===== config.mk =====
export PLATFORM = sky130hd
export DESIGN_NAME = serial_match_scheduler
export DESIGN_NICKNAME = d
export VERILOG_FILES = /design/src/rtl/serial_match_scheduler.sv
export SDC_FILE = /design/constraint.sdc
export NUM_CORES = 1
export LEC_CHECK = 0
export ABC_AREA = 1
export BUFFER_PORTS_ARGS = -buffer_cell sky130_fd_sc_hd__buf_2
export CAP_MARGIN = 0
export CORE_ASPECT_RATIO = 1.5
export CORE_MARGIN = 1
export CORE_UTILIZATION = 45
export CTS_BUF_LIST = sky130_fd_sc_hd__clkbuf_4
export DETAILED_ROUTE_END_ITERATION = 8
export PLACE_DENSITY = 0.69
export SLEW_MARGIN = 30
export SYNTH_ARGS = -nofsm -noshare
export SYNTH_HDL_FRONTEND = slang
export SYNTH_SLANG_ARGS = --single-unit

===== constraint.sdc =====
create_clock -name CLOCK -period 1.7 [get_ports CLOCK]
set_input_delay 0.085 -clock CLOCK [delete_from_list [all_inputs] [get_ports CLOCK]]
set_output_delay 0.085 -clock CLOCK [all_outputs]
set_load 0.005 [all_outputs]

===== src/rtl/serial_match_scheduler.sv =====
// Round-robin scheduler sharing one serial "101" detector between two word-parallel requesters.
// Each granted word is shifted MSB-first through a freshly cleared detector and its match count reported.
module serial_match_scheduler #(
  parameter int WIDTH = 8
) (
  input  logic             CLOCK,
  input  logic             RESET,
  input  logic             REQA,
  input  logic [WIDTH-1:0] DATAA,
  input  logic             REQB,
  input  logic [WIDTH-1:0] DATAB,
  output logic             GNTA,
  output logic             GNTB,
  output logic             BUSY,
  output logic             SER_X,
  output logic             MATCH,
  output logic             DONE,
  output logic             DONE_ID,
  output logic [3:0]       COUNT
);

  localparam int CW = $clog2(WIDTH);

  typedef enum logic [1:0] {IDLE, SHIFT, FIN} state_t;
  typedef enum logic [1:0] {S0, S1, S10} det_t;

  state_t           state_reg, state_next;
  det_t             det_reg, det_next;
  logic [WIDTH-1:0] shreg_reg, shreg_next;
  logic [CW-1:0]    bit_cnt_reg, bit_cnt_next;
  logic [3:0]       run_cnt_reg, run_cnt_next;
  logic [3:0]       count_reg, count_next;
  logic             last_reg, last_next;       // 0 = A served last, 1 = B served last
  logic             done_id_reg, done_id_next;
  logic [1:0]       gnt_reg, gnt_next;         // bit 0 = A, bit 1 = B
  logic             winner;
  logic             ser_x;
  logic             match;

  // On a tie the requester not served last wins; otherwise the sole requester wins.
  always_comb begin
    if (REQA && REQB) winner = ~last_reg;
    else              winner = REQB;
  end

  always_comb begin
    state_next   = state_reg;
    det_next     = det_reg;
    shreg_next   = shreg_reg;
    bit_cnt_next = bit_cnt_reg;
    run_cnt_next = run_cnt_reg;
    count_next   = count_reg;
    last_next    = last_reg;
    done_id_next = done_id_reg;
    gnt_next     = 2'b00;
    ser_x        = 1'b0;
    match        = 1'b0;

    case (state_reg)
      IDLE: begin
        if (REQA || REQB) begin
          shreg_next   = winner ? DATAB : DATAA;
          det_next     = S0;
          bit_cnt_next = '0;
          run_cnt_next = 4'd0;
          last_next    = winner;
          gnt_next     = winner ? 2'b10 : 2'b01;
          state_next   = SHIFT;
        end
      end

      SHIFT: begin
        ser_x = shreg_reg[WIDTH-1];
        case (det_reg)
          S0:  det_next = ser_x ? S1 : S0;
          S1:  det_next = ser_x ? S1 : S10;
          S10: begin
            det_next = ser_x ? S1 : S0;
            match    = ser_x;
          end
          default: det_next = S0;
        endcase
        shreg_next   = {shreg_reg[WIDTH-2:0], 1'b0};
        bit_cnt_next = bit_cnt_reg + CW'(1);
        if (match) run_cnt_next = run_cnt_reg + 4'd1;
        // Result registers load on the edge into FIN so they are valid alongside DONE.
        if (bit_cnt_reg == CW'(WIDTH-1)) begin
          state_next   = FIN;
          count_next   = run_cnt_next;
          done_id_next = last_reg;
        end
      end

      FIN: state_next = IDLE;

      default: state_next = IDLE;
    endcase
  end

  always_ff @(posedge CLOCK) begin
    if (RESET) begin
      state_reg   <= IDLE;
      det_reg     <= S0;
      shreg_reg   <= '0;
      bit_cnt_reg <= '0;
      run_cnt_reg <= 4'd0;
      count_reg   <= 4'd0;
      last_reg    <= 1'b1;
      done_id_reg <= 1'b0;
      gnt_reg     <= 2'b00;
    end else begin
      state_reg   <= state_next;
      det_reg     <= det_next;
      shreg_reg   <= shreg_next;
      bit_cnt_reg <= bit_cnt_next;
      run_cnt_reg <= run_cnt_next;
      count_reg   <= count_next;
      last_reg    <= last_next;
      done_id_reg <= done_id_next;
      gnt_reg     <= gnt_next;
    end
  end

  assign GNTA    = gnt_reg[0];
  assign GNTB    = gnt_reg[1];
  assign BUSY    = (state_reg != IDLE);
  assign SER_X   = ser_x;
  assign MATCH   = match;
  assign DONE    = (state_reg == FIN);
  assign DONE_ID = done_id_reg;
  assign COUNT   = count_reg;

endmodule

; Word-level counts from Yosys, hierarchy flattened
; Cells that the tools add are included.
[totals]
reg_bits = 27
in_bits = 20
output_inout_bits = 11
elab_cells = 55
[op_classes]
add_sub_neg = 2
eq_ne = 7
n_mux = 22
bitwise = 3
n_reduce_logical = 12
[ops]
columns = op, n
row1 = 8-bit 2-to-1 mux, 2
row2 = 8-bit case mux with 2 select lines, 1
row3 = 2-bit case mux with 2 select lines, 3
row4 = 2-bit 2-to-1 mux, 5
row5 = 4-bit 2-to-1 mux, 2
row6 = 4-bit case mux with 2 select lines, 1
row7 = 2-bit AND reduction, 4
row8 = 1-bit 2-to-1 mux, 6
row9 = 3-bit case mux with 2 select lines, 1
row10 = "4-bit by 1-bit adder with 4-bit output, second input constant", 1
row11 = "2-bit by 1-bit == test with 1-bit output, second input constant", 2
row12 = "2-bit == test, second input constant", 2
row13 = 2-bit zero test, 2
row14 = "2-bit inequality test, second input constant", 2
row15 = 2-bit nonzero test, 2
row16 = "3-bit by 1-bit adder with 3-bit output, second input constant", 1
row17 = "3-bit == test, second input constant", 1
row18 = 3-bit 2-to-1 mux, 1
row19 = 1-bit inverter, 3
row20 = 3-bit OR reduction, 1
row21 = 2-bit OR reduction, 1
row22 = 1-bit logical AND, 1
row23 = 1-bit logical OR, 1

; Depth between registers and ports, before layout
; Gate-level depths: netlist of the first run.
[logic_depth]
ltp_word = 5
ltp_mapped = 10
depth_no_buf = 9

; Worst setup path before layout of the first run
; Ideal clock, no wire load.
[synth_path]
path_kind = register to register
start = register bit_cnt_reg[0]
end = register count_reg[2] (netlist: COUNT[2])
setup_ps = 115
arrival_time_ps = 1161
required_ps = 1585
slack_ps = 423
stages_incl_launch_ff = 8
n_path_buf = 0
period_less_slack_ps = 1277
path_cell_list = dfxtp_1 -> ha_1 -> ha_1 -> nand2_1 -> inv_1 -> o21a_1 -> o21ai_0 -> inv_1
[synth_via]
elab_chain_len = 2
[synth_rtl]
columns = item, line_no
row1 = from (decl), 30  ; logic [CW-1:0] bit_cnt_reg, bit_cnt_next;
row2 = from (signal assigned), 115  ; bit_cnt_reg <= bit_cnt_next;
row3 = 3-bit == test, 87  ; if (bit_cnt_reg == CW'(WIDTH-1)) begin
row4 = 2-bit AND reduction (no line), -
row5 = to (signal assigned), 117  ; count_reg <= count_next;
row6 = to (decl), 32  ; logic [3:0] count_reg, count_next;
; Every way passes these cells.
; A chain may end at the register's enable or synchronous reset.

; Worst setup path in the final report of the first run
; Ends and elaborated chain as after synthesis.

==> out/results.tsv, run 1 <==
stage	metric	value	unit
critical_path	Worst setup SP type	flip-flop	
logic_synthesis	Yosys reg bits	27	
clock_tree	Post-CTS Setup Inserts	0	
sta	setup TNS	0	ns
flow_run	Max Cap Viol	0	
clock_tree	CTS tree	built	
clock_tree	CTS root buffer	clkbuf_4	
logic_synthesis	number of synthesized flops with an enable pin	0	
critical_path	CP max FO	7	
global_routing	first-pass GRT wire length	4.540	mm
clock_tree	CTS clk-pin slew, worst paths	0.15	ns
clock_tree	CTS max path bufs	2	
pwr	Leakage	0.7274	nW
critical_path	WP data required	1.93	ns
cells_and_area	design area	0.001478	mm^2
die	# rows	23	
sta	Worst Tran Pin Value	0.3831	ns
global_routing	vias in the first global route	1108	
placement	pre-CTS setup slack	0.3031	ns
logic_synthesis	Seq/Total Area, Yosys	0.4290	
pwr	maximum vdd drop	0.0005374	V
logic_synthesis	Mapped Area	0.001260	mm^2
critical_path	Critical Path Source	bit_cnt_reg[0]	
die	io pins	31	
sta	Hold Fails Final Rpt	0	
logic_synthesis	syn_area_per_cell	6.961	um^2
global_routing	grt ovf	0	
global_routing	Global Route Usage Sum	0.2066	
routing	ANT nets after route	0	
sta	Period minus WS final	1.425	ns
sta	final setup vio count	0	
routing	Residual DRC	0	
cells_and_area	antenna cells	0	
logic_synthesis	syn nets	204	
critical_path	r2r startpoint	bit_cnt_reg[0]	
critical_path	WP data arrival	1.66	ns
sta	final worst-path cycle share	0.8380	
routing	routed length per instance	10.84	um
die	Initial Utilization	0.4708	
worst_hold_path	cell count of the worst hold path	3	
pwr	total design power	0.001162	W
cells_and_area	Nets	237	
die	overall die height	66.81	um
routing	initial drt markers	25	
logic_synthesis	dominant cells by area after synthesis	dfxtp_1, nand2_1, nor2_1	
critical_path	critical path's slowest cell	dfxtp_1	
critical_path	crit end category	flip-flop	
clock_tree	total CTS buffers	3	
routing	1st-pass router iterations	5	
global_routing	largest net degree at the start of global routing	22	
logic_synthesis	most frequent cell after synthesis	nand2_1	
clock_tree	H-tree levels	1	
logic_synthesis	YS warnings	0	
pwr	power density over the cells	786.1	mW/mm^2
sta	Final Max Slew Viols	0	
logic_synthesis	Synth area leader	dfxtp_1	
cells_and_area	share of cells above drive strength 1	0.2207	
routing	Via density	4.756	
clock_tree	CTS resizes	0	
routing	DRT Wirelength	2.709	mm
logic_synthesis	Post-synth ARST share	0	
clock_tree	clk sinks	27	
logic_synthesis	post-synthesis instance total	181	
logic_synthesis	top cells by count, synth	nand2_1, dfxtp_1, nor2_1, a21oi_1, inv_1	
logic_synthesis	Synth Flop Type	dfxtp_1	
sta	fmax	0.7020	GHz
worst_hold_path	Hold Crit Class	input port to flip-flop	
critical_path	R2R Path End	COUNT[2]	
die	die area	0.003020	mm^2
die	Core ar.	0.002676	mm^2
clock_tree	worst skew pair latency	0.32	ns
placement	Final GP Congestion	0.7721	
critical_path	crit path to	COUNT[2]	
critical_path	CP Cell Sequence	ha_1 -> ha_1 -> nand2_1 -> inv_1 -> o21a_1 -> o21ai_0 -> inv_1	
cells_and_area	max FFs per register	8	
placement	input/output buffers	30	
clock_tree	Post-CTS Hold Fix Bufs	0	
critical_path	max incr delay on CP	0.36	ns
outcome	outcome	complete, no violations	
critical_path	Crit Path Class	flip-flop to flip-flop	
routing	routed via count	1189	
global_routing	initial antenna violation count	0	
critical_path	r2r setup slk	0.28	ns
cells_and_area	Syn-to-layout area delta	17.28	%
placement	Post-DP HPWL	2.032	mm
sta	Slew headroom	0.7446	
critical_path	worst reg-to-reg path cell count	7	
die	die width	45.21	um
logic_synthesis	area share of the leading cell type in the synthesized netlist	0.4290	
placement	dpl cell area	0.001448	mm^2
logic_synthesis	library cells used by synthesis	27	
cells_and_area	Fillers	283	
sta	unrepaired setup endpoints after global routing	no	
sta	Min Hold Slack	0.06057	ns
sta	clk_skew	0.005546	ns
sta	setup slack after layout	0.2754	ns
where the power goes:
group	internal, W	switching (W)
Combinational	0.0000704	0.000114
Sequential	0.000663	0.0000181
Clock	0.000108	0.000189
area by class of cell:
cell class / instances / area (um^2) / share of cell area
Multi-Input combinational cell: 137 / 646.9 / 0.4378
Clock buffer: 4 / 30.03 / 0.02032
Inverter: 13 / 48.80 / 0.03302
Timing Repair Buffer: 32 / 165.2 / 0.1118
Sequential cell: 27 / 540.5 / 0.3658
Tap cell: 37 / 46.29 / 0.03133
routing by layer:
| metal | vias up | wire (um) | track usage |
|---|---|---|---|
| li1 | 634 | - | - |
| met1 | 531 | 1130 | 0.2101 |
| met2 | 20 | 1487 | 0.4058 |
| met3 | 4 | 58 | 0.01897 |
| met4 | 0 | 33 | 0.07955 |
| met5 | - | 0 | 0 |
critical path: cells and delay by family (launching register included):
family | cells | cell delay [ns]
compound gates | 2 | 0.24
flops | 1 | 0.36
simple gates | 1 | 0.18
buf+inv | 2 | 0.17
fa+ha+maj | 2 | 0.39
placed cells by master (no fill, tap or decap), drive strengths merged, types with 2 or more instances in the layout:
master,count
clkbuf,4
o21ai,6
nor2,28
o21a,3
nand2,69
ha,3
a21oi,18
dfxtp,27
buf,32
inv,12
nand3,2
how the worst min path moves through the flow:
stage          slack [ns]  startpoint      endpoint
6_report             0.06        REQB    gnt_reg[1]
4_1_cts              0.05        REQB    gnt_reg[1]
3_5_place_dp         0.41        REQB    gnt_reg[1]
3_3_place_gp         0.40        REQB    gnt_reg[1]
2_1_floorplan        0.29       RESET  state_reg[0]
5_1_grt              0.06        REQB    gnt_reg[1]
cells by family (layout without fill, tap and decap cells):
group	Yosys count	in the layout	share of synthesized area
simple gates	102	102	0.3307
buf+inv	17	49	0.05759
fa+ha+maj	3	3	0.02979
xor+xnor	2	2	0.01391
compound gates	30	30	0.1390
flops	27	27	0.4290
metrics by stage:
step                utilization  std cells
finish                   0.5521        250
global placement         0.5409        246
CTS                      0.5521        250
detailed placement       0.5409        246
floorplan                     -        181
global route             0.5521        250
No activity file was read; power rests on OpenSTA's default activity.
==> run 2, diff against run 1 <==
--- a/config.mk
+++ b/config.mk
@@ -5,7 +5,7 @@
 export SDC_FILE = /design/constraint.sdc
 export NUM_CORES = 1
 export LEC_CHECK = 0
-export ABC_AREA = 1
+export ABC_AREA = 0
 export BUFFER_PORTS_ARGS = -buffer_cell sky130_fd_sc_hd__buf_2
 export CAP_MARGIN = 0
 export CORE_ASPECT_RATIO = 1.5
==> constraint.sdc (replaced) <==
create_clock -name CLOCK -period 1.35 [get_ports CLOCK]
set_input_delay 0.0675 -clock CLOCK [delete_from_list [all_inputs] [get_ports CLOCK]]
set_output_delay 0.0675 -clock CLOCK [all_outputs]
set_load 0.005 [all_outputs]
==> run 2 against run 1 <==
  * Clock power up 19%
  * Non-clock buffer count up 15
  * Final cell count down 13%
  * Clock skew about the same
  * Clock-buffer cell count down 1
  * Setup slack worse by 0.23 ns
  * Sequential share of layout area down 3.2 points
  * Synthesized cell count down 22%
  * Critical path type unchanged
==> out/results.tsv, run 2 <==
stage	metric	value	unit	change
clock_tree	total CTS buffers	3		unchanged
pwr	total design power	0.001414	W	was 0.001162 W
routing	Residual DRC	0		unchanged
critical_path	WP data arrival	1.54	ns	was 1.66 ns
clock_tree	clk sinks	27		unchanged
sta	Hold Fails Final Rpt	0		unchanged
logic_synthesis	top cells by count, synth	dfxtp_1, mux2i_1, nor2_1, a221oi_1, o22ai_1		was nand2_1, dfxtp_1, nor2_1, a21oi_1, inv_1
clock_tree	worst skew pair latency	0.32	ns	about the same
logic_synthesis	Synth Flop Type	dfxtp_1		unchanged
logic_synthesis	YS warnings	0		unchanged
global_routing	GRT met3 Usage	0.02375		was 0.01897
global_routing	busiest grt layer	met2		unchanged
critical_path	CP max FO	8		was 7
logic_synthesis	Post-synth ARST share	0		unchanged
outcome	outcome	complete, no violations		unchanged
routing	ANT nets after route	0		unchanged
clock_tree	H-tree levels	1		unchanged
placement	dpl cell area	0.001562	mm^2	was 0.001448 mm^2
logic_synthesis	Yosys reg bits	27		unchanged
routing	routed via count	1226		was 1,189
sta	Worst Tran Pin Value	0.3459	ns	was 0.3831 ns
die	Core ar.	0.002734	mm^2	was 0.002676 mm^2
critical_path	R2R Path End	shreg_reg[4]		was COUNT[2]
worst_hold_path	cell count of the worst hold path	3		unchanged
logic_synthesis	syn nets	164		was 204
cells_and_area	commonest non-fill, non-tap cell in the layout	buf_2		was nand2_1
logic_synthesis	most frequent cell after synthesis	dfxtp_1		was nand2_1
logic_synthesis	Seq/Total Area, Yosys	0.4110		was 0.4290
critical_path	crit path to	shreg_reg[4]		was COUNT[2]
critical_path	CP Cell Sequence	and2b_4 -> buf_4 -> a221oi_1 -> o22ai_1		was ha_1 -> ha_1 -> nand2_1 -> inv_1 -> o21a_1 -> o21ai_0 -> inv_1
global_routing	largest net degree at the start of global routing	27		was 22
flow_run	Max Cap Viol	0		unchanged
critical_path	worst reg-to-reg path cell count	4		was 7
die	io pins	31		unchanged
global_routing	vias in the first global route	1169		was 1,108
pwr	Leakage	0.7008	nW	was 0.7274 nW
global_routing	met2 GRT Util	0.4173		was 0.4058
clock_tree	CTS max path bufs	2		unchanged
sta	Final Max Slew Viols	0		unchanged
sta	setup slack after layout	0.04073	ns	was 0.2754 ns
clock_tree	CTS clk-pin slew, worst paths	0.15	ns	about the same
placement	pre-CTS setup slack	-0.04647	ns	was 0.3031 ns
placement	Final GP Congestion	0.7767		was 0.7721
pwr	maximum vdd drop	0.0006995	V	was 0.0005374 V
sta	unrepaired setup endpoints after global routing	yes		was no
logic_synthesis	syn_area_per_cell	9.326	um^2	was 6.961 um^2
cells_and_area	design area	0.001669	mm^2	was 0.001478 mm^2
worst_hold_path	Hold Crit Class	input port to flip-flop		unchanged
pwr	power density over the cells	847.1	mW/mm^2	was 786.1 mW/mm^2
global_routing	Global Route Usage Sum	0.2203		was 0.2066
placement	Post-DP HPWL	2.220	mm	was 2.032 mm
routing	initial drt markers	34		was 25
cells_and_area	max FFs per register	8		unchanged
global_routing	grt ovf	0		unchanged
sta	fmax	0.7638	GHz	was 0.7020 GHz
placement	input/output buffers	30		unchanged
logic_synthesis	Synth area leader	dfxtp_1		unchanged
die	die area	0.003147	mm^2	was 0.003020 mm^2
logic_synthesis	library cells used by synthesis	42		was 27
critical_path	r2r startpoint	state_reg[1]		was bit_cnt_reg[0]
routing	routed length per instance	13.74	um	was 10.84 um
cells_and_area	leading cell types in the layout, fill and taps excluded	buf_2, dfxtp_1, buf_4, nor2_1, mux2i_1		was nand2_1, buf_2, dfxtp_1, nor2_1, a21oi_1
critical_path	Critical Path Source	state_reg[1]		was bit_cnt_reg[0]
sta	Period minus WS final	1.309	ns	was 1.425 ns
cells_and_area	share of cells above drive strength 1	0.3757		was 0.2207
critical_path	critical path's slowest cell	dfxtp_4		was dfxtp_1
critical_path	crit end category	flip-flop		unchanged
sta	Slew headroom	0.7688		was 0.7446
sta	Min Hold Slack	0.0009854	ns	was 0.06057 ns
die	overall die height	68.21	um	was 66.81 um
clock_tree	CTS root buffer	clkbuf_4		unchanged
sta	clk_skew	0.005097	ns	was 0.005546 ns
sta	final setup vio count	0		unchanged
critical_path	Worst setup SP type	flip-flop		unchanged
die	Initial Utilization	0.4810		was 0.4708
die	# rows	23		unchanged
cells_and_area	antenna cells	0		unchanged
logic_synthesis	area share of the leading cell type in the synthesized netlist	0.4110		was 0.4290
routing	Via density	5.624		was 4.756
logic_synthesis	Mapped Area	0.001315	mm^2	was 0.001260 mm^2
logic_synthesis	number of synthesized flops with an enable pin	0		unchanged
global_routing	initial antenna violation count	0		unchanged
sta	final worst-path cycle share	0.9698		was 0.8380
global_routing	met1 Use GR	0.2325		was 0.2101
critical_path	max incr delay on CP	0.40	ns	was 0.36 ns
critical_path	r2r setup slk	0.04	ns	was 0.28 ns
routing	1st-pass router iterations	4		was 5
die	die width	46.14	um	was 45.21 um
clock_tree	CTS tree	built		unchanged
critical_path	WP data required	1.58	ns	was 1.93 ns
cells_and_area	Finished Core Util	0.6105		was 0.5521
global_routing	first-pass GRT wire length	5.085	mm	was 4.540 mm
cells_and_area	Nets	205		was 237
routing	DRT Wirelength	2.995	mm	was 2.709 mm
cells_and_area	Syn-to-layout area delta	26.93	%	was 17.28%
logic_synthesis	post-synthesis instance total	141		was 181
logic_synthesis	dominant cells by area after synthesis	dfxtp_1, mux2i_1, a221oi_1		was dfxtp_1, nand2_1, nor2_1
critical_path	Crit Path Class	flip-flop to flip-flop		unchanged
cells_and_area	Fillers	242		was 283
run 2: changes by cell type after synthesis, sizes merged, moves of 5 or more:
cell,change
nand2,-65
a21oi,-13
a211oi,+5
buf,+6
a221oi,+7
nor2,-17
mux2i,+10
and2,+8
inv,-10
o22ai,+7
run 2: cell type report:
| class | count | area, um^2 | area share |
|---|---|---|---|
| Clock inverter | 1 | 5.005 | 0.002999 |
| Inverter | 2 | 7.507 | 0.004498 |
| Tap cell | 37 | 46.29 | 0.02774 |
| Clock buffer | 3 | 22.52 | 0.01349 |
| Multi-Input combinational cell | 101 | 738.2 | 0.4423 |
| Timing Repair Buffer | 47 | 292.8 | 0.1754 |
| Sequential cell | 27 | 556.8 | 0.3336 |
run 2: repair_timing:
| item | CTS | global route |
|---|---|---|
| cloned | 0 | 1 |
| pin swaps | 0 | 1 |
| setup buffers | 1 | 1 |
| hold buffers | 2 | 0 |
| endpoints found under the setup margin | 16 | 20 |
| gates resized for setup | 7 | 15 |
| endpoints found under the hold margin | 1 | 0 |
run 2: cell families after synthesis:
family                     Yosys count  share of synthesized area
DFF                                 27                     0.4110
muxes                               10                    0.07612
buffers and inverters               14                    0.05707
adders and majority gates            3                    0.02855
AOI/OAI and AO/OA                   41                     0.2122
xor gates and xnor gates             2                    0.01332
and+or+nand+nor                     44                     0.2017
run 2: how the worst min path moves through the flow:
stage                         from           end  slack, ns
after floorplan           DATAA[0]  shreg_reg[0]       0.24
after CTS                 DATAA[2]  shreg_reg[2]      0.003
after global placement    DATAA[2]  shreg_reg[2]       0.33
after detailed placement  DATAB[0]  shreg_reg[0]       0.34
final                     DATAA[2]  shreg_reg[2]      0.001
after global routing      DATAA[3]  shreg_reg[3]       0.02
run 2: per-layer routing:
layer,up-vias,wire [um],part of all wire
met1,575,1219,0.41
met5,-,0,0
met2,37,1606,0.54
li1,606,-,-
met3,8,85,0.028
met4,0,85,0.028
run 2: power breakdown:
part           switching [W]  total (W)  leakage, nW  internal, W
Combinational      0.0000954   0.000208        0.459     0.000113
Clock               0.000242   0.000353       0.0177     0.000111
Sequential         0.0000270   0.000853        0.224     0.000826
run 2: critical path, delay by kind of cell, from the launching register on:
kind,cells,cell delay (ns)
AO/OA/AOI/OAI,2,0.44
flip-flops,1,0.40
AND/OR/NAND/NOR,1,0.21
buffers and inverters,1,0.16
run 2: stage by stage:
step                      cells  TNS [ns]
after floorplan             141         0
after global placement      210         0
after detailed placement    210   -0.1308
after CTS                   216         0
after global routing        218  -0.05459
final                       218         0
